**src/rtl/class_decision_pkg.sv**
```systemverilog
`default_nettype none
// ============================================================================
// Module      : class_decision_pkg
// Description : Shared types and constants for the class decision block:
//               argmax FSM state encoding, class index names and default
//               drowsiness thresholds.
// Revision    : 1.0 - initial release
// ============================================================================
package class_decision_pkg;

    // Argmax sequencing states
    typedef enum logic [1:0] {
        IDLE    = 2'd0,
        COMPARE = 2'd1,
        DECIDE  = 2'd2
    } state_t;

    // Class index meaning at the output-neuron layer
    localparam int CLS_AWAKE  = 0;
    localparam int CLS_YAWN   = 1;
    localparam int CLS_DROWSY = 2;

    // Default decision thresholds
    localparam int DEF_MIN_CONF  = 256;
    localparam int DEF_ALARM_CNT = 4;

endpackage : class_decision_pkg
`default_nettype wire

```
**src/rtl/class_decision_drowsy_persist.sv**
```systemverilog
`default_nettype none
// ============================================================================
// Module      : drowsy_persist
// Description : Consecutive-drowsy-frame counter with sticky alarm.
//               Ports:
//                 clk        - system clock, rising edge
//                 rst_n      - asynchronous active-low reset
//                 update     - one-cycle strobe, a decision is being made
//                 drowsy     - decision qualifies as drowsy (valid with update)
//                 clear      - synchronous clear of counter and alarm
//                 drowsy_cnt - consecutive drowsy decisions, saturating
//                 alarm      - sticky alarm, set when count reaches ALARM_CNT
// Revision    : 1.0 - initial release
// ============================================================================
module drowsy_persist
    import class_decision_pkg::*;
#(
    parameter int CNT_W     = 4,
    parameter int ALARM_CNT = DEF_ALARM_CNT
) (
    input  logic             clk,
    input  logic             rst_n,
    input  logic             update,
    input  logic             drowsy,
    input  logic             clear,
    output logic [CNT_W-1:0] drowsy_cnt,
    output logic             alarm
);

    localparam logic [CNT_W-1:0] C_CNT_MAX = CNT_W'(ALARM_CNT);

    logic [CNT_W-1:0] r_cnt;
    logic             r_alarm;
    logic [CNT_W-1:0] w_cnt_inc;

    // Saturate at the alarm threshold so the counter never wraps
    assign w_cnt_inc = (r_cnt >= C_CNT_MAX) ? C_CNT_MAX : (r_cnt + 1'b1);

    always_ff @(posedge clk or negedge rst_n) begin
        if (!rst_n) begin
            r_cnt   <= '0;
            r_alarm <= 1'b0;
        end else if (clear) begin
            // Clear takes priority over a coincident decision
            r_cnt   <= '0;
            r_alarm <= 1'b0;
        end else if (update) begin
            if (drowsy) begin
                r_cnt <= w_cnt_inc;
                if (w_cnt_inc == C_CNT_MAX) begin
                    r_alarm <= 1'b1;
                end
            end else begin
                // Alarm is sticky; only the run length restarts
                r_cnt <= '0;
            end
        end
    end

    assign drowsy_cnt = r_cnt;
    assign alarm      = r_alarm;

endmodule : drowsy_persist
`default_nettype wire

```
**src/rtl/class_decision.sv**
```systemverilog
`default_nettype none
// ============================================================================
// Module      : class_decision
// Description : Sequential argmax over the output-neuron activations followed
//               by a confidence floor and a persistence counter that raises
//               the drowsiness alarm.
//               Ports:
//                 clk         - system clock, rising edge
//                 rst_n       - asynchronous active-low reset
//                 in_valid    - class_val holds a new frame result
//                 in_ready    - block can accept a frame (IDLE only)
//                 class_val   - output-neuron activations, unsigned
//                 clear       - synchronous clear of counter and alarm
//                 class_out   - winning class index of last decision
//                 confidence  - winning activation value
//                 class_valid - one-cycle pulse on a new decision
//                 drowsy_cnt  - current consecutive-drowsy count
//                 alarm       - sticky drowsiness alarm
// Revision    : 1.0 - initial release
// ============================================================================
module class_decision
    import class_decision_pkg::*;
#(
    parameter int               N_CLASS    = 3,
    parameter int               VAL_W      = 10,
    parameter int               IDX_W      = 2,
    parameter int               DROWSY_IDX = CLS_DROWSY,
    parameter logic [VAL_W-1:0] MIN_CONF   = VAL_W'(DEF_MIN_CONF),
    parameter int               ALARM_CNT  = DEF_ALARM_CNT,
    parameter int               CNT_W      = 4
) (
    input  logic             clk,
    input  logic             rst_n,
    input  logic             in_valid,
    output logic             in_ready,
    input  logic [VAL_W-1:0] class_val [0:N_CLASS-1],
    input  logic             clear,
    output logic [IDX_W-1:0] class_out,
    output logic [VAL_W-1:0] confidence,
    output logic             class_valid,
    output logic [CNT_W-1:0] drowsy_cnt,
    output logic             alarm
);

    localparam logic [IDX_W-1:0] C_LAST_IDX   = IDX_W'(N_CLASS - 1);
    localparam logic [IDX_W-1:0] C_DROWSY_IDX = IDX_W'(DROWSY_IDX);

    state_t           r_state;
    logic [VAL_W-1:0] r_vals [0:N_CLASS-1];
    logic [VAL_W-1:0] r_best;
    logic [IDX_W-1:0] r_best_idx;
    logic [IDX_W-1:0] r_idx;
    logic [IDX_W-1:0] r_class_out;
    logic [VAL_W-1:0] r_confidence;
    logic             r_class_valid;

    logic             w_update;
    logic             w_drowsy;

    assign in_ready = (r_state == IDLE);

    always_ff @(posedge clk or negedge rst_n) begin
        if (!rst_n) begin
            r_state       <= IDLE;
            for (int i = 0; i < N_CLASS; i++) begin
                r_vals[i] <= '0;
            end
            r_best        <= '0;
            r_best_idx    <= '0;
            r_idx         <= '0;
            r_class_out   <= '0;
            r_confidence  <= '0;
            r_class_valid <= 1'b0;
        end else begin
            r_class_valid <= 1'b0;
            case (r_state)
                IDLE: begin
                    if (in_valid) begin
                        // Snapshot the frame so upstream may change it freely
                        for (int i = 0; i < N_CLASS; i++) begin
                            r_vals[i] <= class_val[i];
                        end
                        r_best     <= class_val[0];
                        r_best_idx <= '0;
                        r_idx      <= IDX_W'(1);
                        r_state    <= COMPARE;
                    end
                end
                COMPARE: begin
                    // Strict compare: ties keep the lower index
                    if (r_vals[r_idx] > r_best) begin
                        r_best     <= r_vals[r_idx];
                        r_best_idx <= r_idx;
                    end
                    if (r_idx == C_LAST_IDX) begin
                        r_state <= DECIDE;
                    end else begin
                        r_idx <= r_idx + 1'b1;
                    end
                end
                DECIDE: begin
                    r_class_out   <= r_best_idx;
                    r_confidence  <= r_best;
                    r_class_valid <= 1'b1;
                    r_state       <= IDLE;
                end
                default: begin
                    r_state <= IDLE;
                end
            endcase
        end
    end

    assign w_update = (r_state == DECIDE);
    assign w_drowsy = (r_best_idx == C_DROWSY_IDX) && (r_best >= MIN_CONF);

    drowsy_persist #(
        .CNT_W     (CNT_W),
        .ALARM_CNT (ALARM_CNT)
    ) u_persist (
        .clk        (clk),
        .rst_n      (rst_n),
        .update     (w_update),
        .drowsy     (w_drowsy),
        .clear      (clear),
        .drowsy_cnt (drowsy_cnt),
        .alarm      (alarm)
    );

    assign class_out   = r_class_out;
    assign confidence  = r_confidence;
    assign class_valid = r_class_valid;

endmodule : class_decision
`default_nettype wire

```
**config.mk**
```make
export PLATFORM = sky130hd
export DESIGN_NAME = class_decision
export DESIGN_NICKNAME = d
export VERILOG_FILES = /design/src/rtl/class_decision_pkg.sv /design/src/rtl/class_decision_drowsy_persist.sv /design/src/rtl/class_decision.sv
export SDC_FILE = /design/constraint.sdc
export NUM_CORES = 1
export LEC_CHECK = 0
export BUFFER_PORTS_ARGS = -buffer_cell sky130_fd_sc_hd__buf_2
export CORE_ASPECT_RATIO = 0.8
export CORE_MARGIN = 5
export CORE_UTILIZATION = 60
export DETAILED_ROUTE_END_ITERATION = 12
export GPL_TIMING_DRIVEN = 0
export PLACE_DENSITY_LB_ADDON = 0.25
export SETUP_SLACK_MARGIN = 0.5
export SYNTH_ARGS = -nofsm -noshare
export SYNTH_HDL_FRONTEND = slang
export SYNTH_SLANG_ARGS = --single-unit
```
**constraint.sdc**
```tcl
create_clock -name clk -period 5.7 [get_ports clk]
set_input_delay 0.855 -clock clk [delete_from_list [all_inputs] [get_ports clk]]
set_output_delay 0.855 -clock clk [all_outputs]
set_load 0.02 [all_outputs]
```
==> results.py, run 1 <==
metrics = {
    "power": {
        "power.density_nw_per_um2": 615.2,
        "ir_drop_mv": 0.3247,
        "p_leak_uw": 0.001936,
        "combPwrFrac": 0.466,
        "power.share.switching": 0.3970,
        "power_frac_clock": 0.193,
        "power.switching_uw": 875.9,
        "cellInternalPower_uw": 1330,
        "p_seq_frac": 0.342,
    },
    "synthesis": {
        "synth_seq_area_share": 0.5283,
        "syn_nets": 371,
        "syn_area_per_cell_um2": 9.328,
        "yosysWarnings": 0,
        "ys_ff_latch": 64,
        "synth_cells": 325,
        "ys_types": 28,
        "netlist_area_um2": 3032,
    },
    "global_routing": {
        "grt_pass1_vias": 2438,
        "grt_max_degree": 65,
        "grt.overflow.total": 0,
        "grt_pass1_wl_um": 11120,
        "grt_antenna_before_repair": 0,
        "grt_usage": 0.2252,
    },
    "die": {
        "start_util": 0.6125,
        "die_h_um": 73.58,
        "io_pins": 53,
        "fp.dieW_um": 89.47,
        "die-area_um2": 6583,
        "std_cell_rows": 23,
        "core_area_um2": 4950,
    },
    "timing": {
        "holdWs_ns": 0.4746,
        "rsz0062_at_grt": "false",
        "setup_viol_count_final": 0,
        "slew_violations": 0,
        "setup_tns_ns": 0,
        "finClkSkew_ns": 0.008310,
        "relSlewSlack": 0.4751,
        "worst_pin_slew_ns": 0.7873,
        "finalCritPeriodShare": 0.5280,
        "finalHoldViolCount": 0,
        "fmax_mhz": 332.3,
        "layout_setup_ws_ns": 2.691,
        "finalCriticalPeriod_ns": 3.010,
    },
    "cts": {
        "post_cts_buffers": 0,
        "cts_root_buf": "clkbuf_8",
        "cts_resized": 0,
        "cts_hold_buf": 0,
        "cts_tree": "built",
        "cts_sinks": 64,
        "htreeDepth": 3,
        "clk_path_buf_depth": 2,
        "clkLatencyLatePin_ns": 0.34,
        "clk_pin_slew_worst_paths_ns": 0.07,
        "numCtsBuffers": 9,
    },
    "place": {
        "placed_area_um2": 3369,
        "place.gp.congestion": 0.8278,
        "io_buffers": 52,
        "dp_slack_ns": 2.760,
        "dpl.hpwl_um": 4794,
    },
    "final_layout": {
        "fin_area_um2": 3586,
        "finalNetCount": 434,
        "final_common_cell": "nand2_1",
        "antennaDiodeCount": 0,
        "most-common-layout-cells": "128 x nand2_1, 64 x dfrtp_1, 54 x buf_2",
        "area_growth_pct": 18.28,
        "drive_above_1_share": 0.1908,
    },
    "routing": {
        "wirelength_um": 6466,
        "drc": 0,
        "wire_per_inst_um": 14.21,
        "firstDrtPassIters": 4,
        "ant_nets": 0,
        "viasPerCell": 5.286,
        "dr_total_vias": 2405,
        "drtIter0Drc": 91,
    },
    "status": {
        "run_status": "finished clean",
    },
    "setup_path": {
        "cp-start-kind": "register",
        "crit_arrival_ns": 3.24,
        "cp.required_ns": 5.93,
        "endpoint_kind": "register",
        "critPathMaxFanout": 10,
        "critical_path_class": "register to register",
    },
    "job": {
        "maxCapViolCount": 0,
    },
    "hold_path": {
        "hold_path.class": "register to register",
    },
}
layer usage:
| metal | part of all wire | global-route usage | vias up |
|---|---|---|---|
| li1 | - | - | 1185 |
| met5 | 0 | 0 | - |
| met3 | 0.054 | 0.08184 | 11 |
| met1 | 0.46 | 0.3054 | 1151 |
| met2 | 0.47 | 0.3451 | 58 |
| met4 | 0.013 | 0.05950 | 0 |
Yosys cell counts:
cell	number	area (µm²)
nand2_1	128	480.5
dfrtp_1	64	1602
mux2i_1	30	300.3
o21ai_0	25	125.1
inv_1	13	48.80
ha_1	12	150.1
clkbuf_1	10	37.54
nor2_1	10	37.54
a21oi_1	5	25.02
nand2b_1	4	25.02
and2_1	3	18.77
buf_2	3	15.01
nand4_1	2	12.51
nor2b_1	2	12.51
a2111oi_4	1	27.53
a211oi_1	1	7.510
a211oi_2	1	12.51
a32o_1	1	10.01
and4_2	1	10.01
buf_6	1	11.26
mux2_4	1	15.01
nand2_2	1	6.260
nor3_1	1	5.000
nor4_1	1	6.260
o21ai_1	1	5.000
o21ai_2	1	8.760
o31ai_1	1	7.510
o32ai_1	1	8.760
critical path, stage by stage (launching register included):
cell and delay [ns]:
dfrtp_1 0.32, buf_2 0.18, buf_2 0.31, mux2i_1 0.23, o21ai_0 0.16, ha_1 0.38
nand4_1 0.16, a211oi_1 0.43, a2111oi_4 0.10, o21ai_2 0.15, buf_6 0.19, mux2_4 0.31
per-stage QoR:
step	power [µW]	instances	utilization
floorplan	1523	325	-
global placement	1743	439	0.6807
detailed placement	1782	439	0.6807
CTS	2218	455	0.7240
global route	2383	455	0.7245
finish	2206	455	0.7245
kinds of logic after synthesis:
kind of cell    Yosys count  synth area share
mux                      31            0.1040
compound gates           38           0.07842
simple gates            153            0.2026
fa+ha+maj                12           0.04952
flops                    64            0.5283
buf+inv                  27           0.03714
final timing paths:
check | from | end | slack [ns] | depth (start not counted)
setup / recovery | r_idx[0] | r_best[0] | 2.69 | 11
hold reg to reg | class_out[0] | class_out[0] | 0.47 | 2
max in group asynchronous | rst_n | r_best[6] | 4.59 | 1
min in group asynchronous | rst_n | u_persist.alarm | 0.59 | 1
hold / removal | class_out[0] | class_out[0] | 0.47 | 2
setup reg to reg | r_idx[0] | r_best[0] | 2.69 | 11
power groups by stage:
stage	registers (µW)	logic, µW	clock network, µW
floorplan	789	734	0
global placement	753	990	0
detailed placement	759	1020	0
CTS	754	1030	431
global route	780	1150	451
finish	754	1030	425
flip-flops by register name, indices dropped and copies added, names as in the netlist:
signal / flops
r_vals: 30
confidence: 10
r_best: 10
u_persist.drowsy_cnt: 4
class_out: 2
r_best_idx: 2
r_idx: 2
r_state: 2
class_valid: 1
u_persist.alarm: 1
final cells by class:
cell class	instances	area (µm²)
inverters	13	48.80
well taps	62	77.57
multi-input cells	234	1318
fillers	381	1364
flip-flops and latches	64	1602
plain buffers	14	63.81
repair buffers	52	262.8
clock inverters	3	65.06
clock buffers	13	148.9
Note: power is estimated with default switching activity, not from simulation.
==> run 2, diff against run 1 <==
--- a/config.mk
+++ b/config.mk
@@ -5,10 +5,11 @@
 export SDC_FILE = /design/constraint.sdc
 export NUM_CORES = 1
 export LEC_CHECK = 0
+export ABC_AREA = 1
 export BUFFER_PORTS_ARGS = -buffer_cell sky130_fd_sc_hd__buf_2
 export CORE_ASPECT_RATIO = 0.8
 export CORE_MARGIN = 5
-export CORE_UTILIZATION = 60
+export CORE_UTILIZATION = 51
 export DETAILED_ROUTE_END_ITERATION = 12
 export GPL_TIMING_DRIVEN = 0
 export PLACE_DENSITY_LB_ADDON = 0.25
==> constraint.sdc (replaced) <==
create_clock -name clk -period 2.6 [get_ports clk]
set_input_delay 0.39 -clock clk [delete_from_list [all_inputs] [get_ports clk]]
set_output_delay 0.39 -clock clk [all_outputs]
set_load 0.02 [all_outputs]
==> results.py, run 2 <==
metrics = {
    "final_layout": {
        "largest-register": "r_vals",
        "area_growth_pct": 24.26,
        "finalNetCount": 471,
        "final_common_cell": "nand2_1",
        "fill_cells": 519,
        "seq_area_um2": 1602,
        "most-common-layout-cells": "88 x nand2_1, 64 x dfrtp_1, 54 x buf_2",
        "antennaDiodeCount": 0,
        "drive_above_1_share": 0.3419,
        "largest_reg_flops": 30,
        "multi_input_area_um2": 1465,
    },
    "cts": {
        "clk_path_buf_depth": 2,
        "cts_tree": "built",
        "cts_root_buf": "clkbuf_8",
        "clkLatencyLatePin_ns": 0.35,
        "clk_pin_slew_worst_paths_ns": 0.07,
        "numCtsBuffers": 9,
        "cts_sinks": 64,
        "htreeDepth": 3,
        "cts_hold_buf": 0,
    },
    "routing": {
        "met1_length_um": 3408,
        "wire_per_inst_um": 14.48,
        "dr_wl_met2_um": 3432,
        "firstDrtPassIters": 5,
        "wirelength_um": 7397,
        "wl_met3_um": 396,
        "dr_total_vias": 2608,
        "drtIter0Drc": 108,
        "ant_nets": 0,
        "viasPerCell": 5.104,
        "drc": 0,
        "topRoutingLayerUsed": "met4",
    },
    "timing": {
        "rsz0062_at_grt": "true",
        "setup_tns_ns": 0,
        "setup_viol_count_final": 0,
        "finalHoldViolCount": 0,
        "finalCritPeriodShare": 0.8461,
        "fmax_mhz": 454.6,
        "worst_pin_slew_ns": 0.7976,
        "finClkSkew_ns": 0.005946,
        "holdWs_ns": 0.1369,
        "finalCriticalPeriod_ns": 2.200,
        "slew_violations": 0,
        "relSlewSlack": 0.4683,
    },
    "die": {
        "fp.dieW_um": 98.45,
        "start_util": 0.5315,
        "die_h_um": 80.76,
        "io_pins": 53,
        "core_area_um2": 6006,
        "die-area_um2": 7951,
        "std_cell_rows": 25,
    },
    "power": {
        "p_leak_uw": 0.002107,
        "power.density_nw_per_um2": 1426,
        "ir_drop_mv": 0.7231,
    },
    "setup_path": {
        "cp-start-kind": "register",
        "critPathMaxFanout": 10,
        "cp.required_ns": 2.84,
        "critical_path_class": "register to register",
        "endpoint_kind": "register",
        "crit_arrival_ns": 2.44,
    },
    "synthesis": {
        "netlist_area_um2": 3192,
        "yosysTopAreaCellShare": 0.5018,
        "synth_edf_count": 0,
        "yosysTopAreaCell": "dfrtp_1",
        "syn_nets": 397,
        "synth_area_leaders": "dfrtp_1 50%, nand2_1 11%, mux2_4 7.5%",
        "ys_types": 27,
        "synth_cells": 351,
        "ys_top_cells_by_count": "96 x nand2_1, 64 x dfrtp_1, 37 x inv_1, 37 x o21ai_0, 23 x nor2_1",
        "synth.most_common_cell": "nand2_1",
        "syn_area_per_cell_um2": 9.093,
        "yosysWarnings": 0,
        "ys_ff_latch": 64,
        "async_flop_share": 1.000,
        "synth_seq_area_share": 0.5018,
        "synth_ff_type": "dfrtp_1",
    },
    "global_routing": {
        "grt.overflow.total": 0,
        "grt_usage": 0.1954,
        "grt_antenna_before_repair": 0,
        "grt_pass1_wl_um": 12170,
        "grt_pass1_vias": 2711,
        "grt_max_degree": 65,
    },
    "place": {
        "place.gp.congestion": 0.8534,
        "dpl.hpwl_um": 5092,
        "io_buffers": 52,
    },
    "hold_path": {
        "hold_path.class": "input port to asynchronous set/reset pin",
    },
    "status": {
        "run_status": "finished clean",
    },
    "job": {
        "maxCapViolCount": 0,
    },
}
## run 2: worst max-delay path: stages (launching register included)
cell     delay (ns)
dfrtp_1        0.43
inv_2          0.09
buf_4          0.11
o21ai_0        0.12
o21ai_2        0.26
ha_4           0.25
nand2_2        0.09
inv_1          0.06
a21oi_2        0.14
nand3_2        0.11
nand2_4        0.11
nand2_4        0.06
buf_6          0.14
nand2_1        0.08
nand2_1        0.06
## run 2: repair_timing
item	4_1_cts	5_1_grt
buffers inserted	4	6
gates resized for setup	17	25
pin swaps	8	17
cloned	0	1
endpoints found under the hold margin	0	0
endpoints found under the setup margin	12	12
## run 2: layer usage
| layer | vias up | GRT usage |
|---|---|---|
| li1 | 1272 | - |
| met1 | 1252 | 0.2493 |
| met2 | 68 | 0.3158 |
| met3 | 16 | 0.05494 |
| met4 | 0 | 0.08322 |
| met5 | - | 0 |
## run 2: area by class of cell
| type | instances | area share |
|---|---|---|
| Timing Repair inverter | 1 | 0.001893 |
| Timing Repair Buffer | 62 | 0.08517 |
| Sequential cell | 64 | 0.4038 |
| Inverter | 41 | 0.03943 |
| Multi-Input combinational cell | 232 | 0.3694 |
| Buffer | 14 | 0.02839 |
| Tap cell | 81 | 0.02555 |
| Clock buffer | 13 | 0.04259 |
| Clock inverter | 3 | 0.003785 |
## run 2: kinds of logic after synthesis
kind of cell,synth area share
AOI/OAI and AO/OA,0.09722
adders and majority gates,0.04704
buffers and inverters,0.07722
DFF,0.5018
muxes,0.08585
and+or+nand+nor,0.1909
## run 2: final timing paths
check                             startpoint              end  slack, ns  cells after the start
worst max-delay path                r_idx[1]        r_best[8]       0.40                     14
worst min-delay path                   rst_n       r_vals[13]       0.14                      1
worst max register to register      r_idx[1]        r_best[8]       0.40                     14
worst min register to register  class_out[0]     class_out[0]       0.48                      2
max in group asynchronous              rst_n    r_best_idx[0]       1.95                      1
min in group clk                       clear  u_persist.alarm       0.24                      2
## run 2: power breakdown
| group | total [µW] | internal, µW | switching [µW] | leakage [µW] |
|---|---|---|---|---|
| clock | 793 | 419 | 373 | 0.0000992 |
| sequential | 1720 | 1450 | 273 | 0.000789 |
| combinational | 3140 | 1380 | 1760 | 0.00122 |
## run 2: metrics by stage
step / area, µm² / cells / total power [µW] / util / worst slack [ns]
3_5_place_dp: 3556 / 484 / 4303 / 0.5921 / 0.3018
6_report: 3966 / 511 / 5655 / 0.6604 / 0.4002
5_1_grt: 3966 / 511 / 6135 / 0.6604 / 0.3135
4_1_cts: 3817 / 504 / 5284 / 0.6356 / 0.4792
3_3_place_gp: 3553 / 484 / 4205 / 0.5917 / 0.3790
2_1_floorplan: 3192 / 351 / 3657 / - / 0.6896
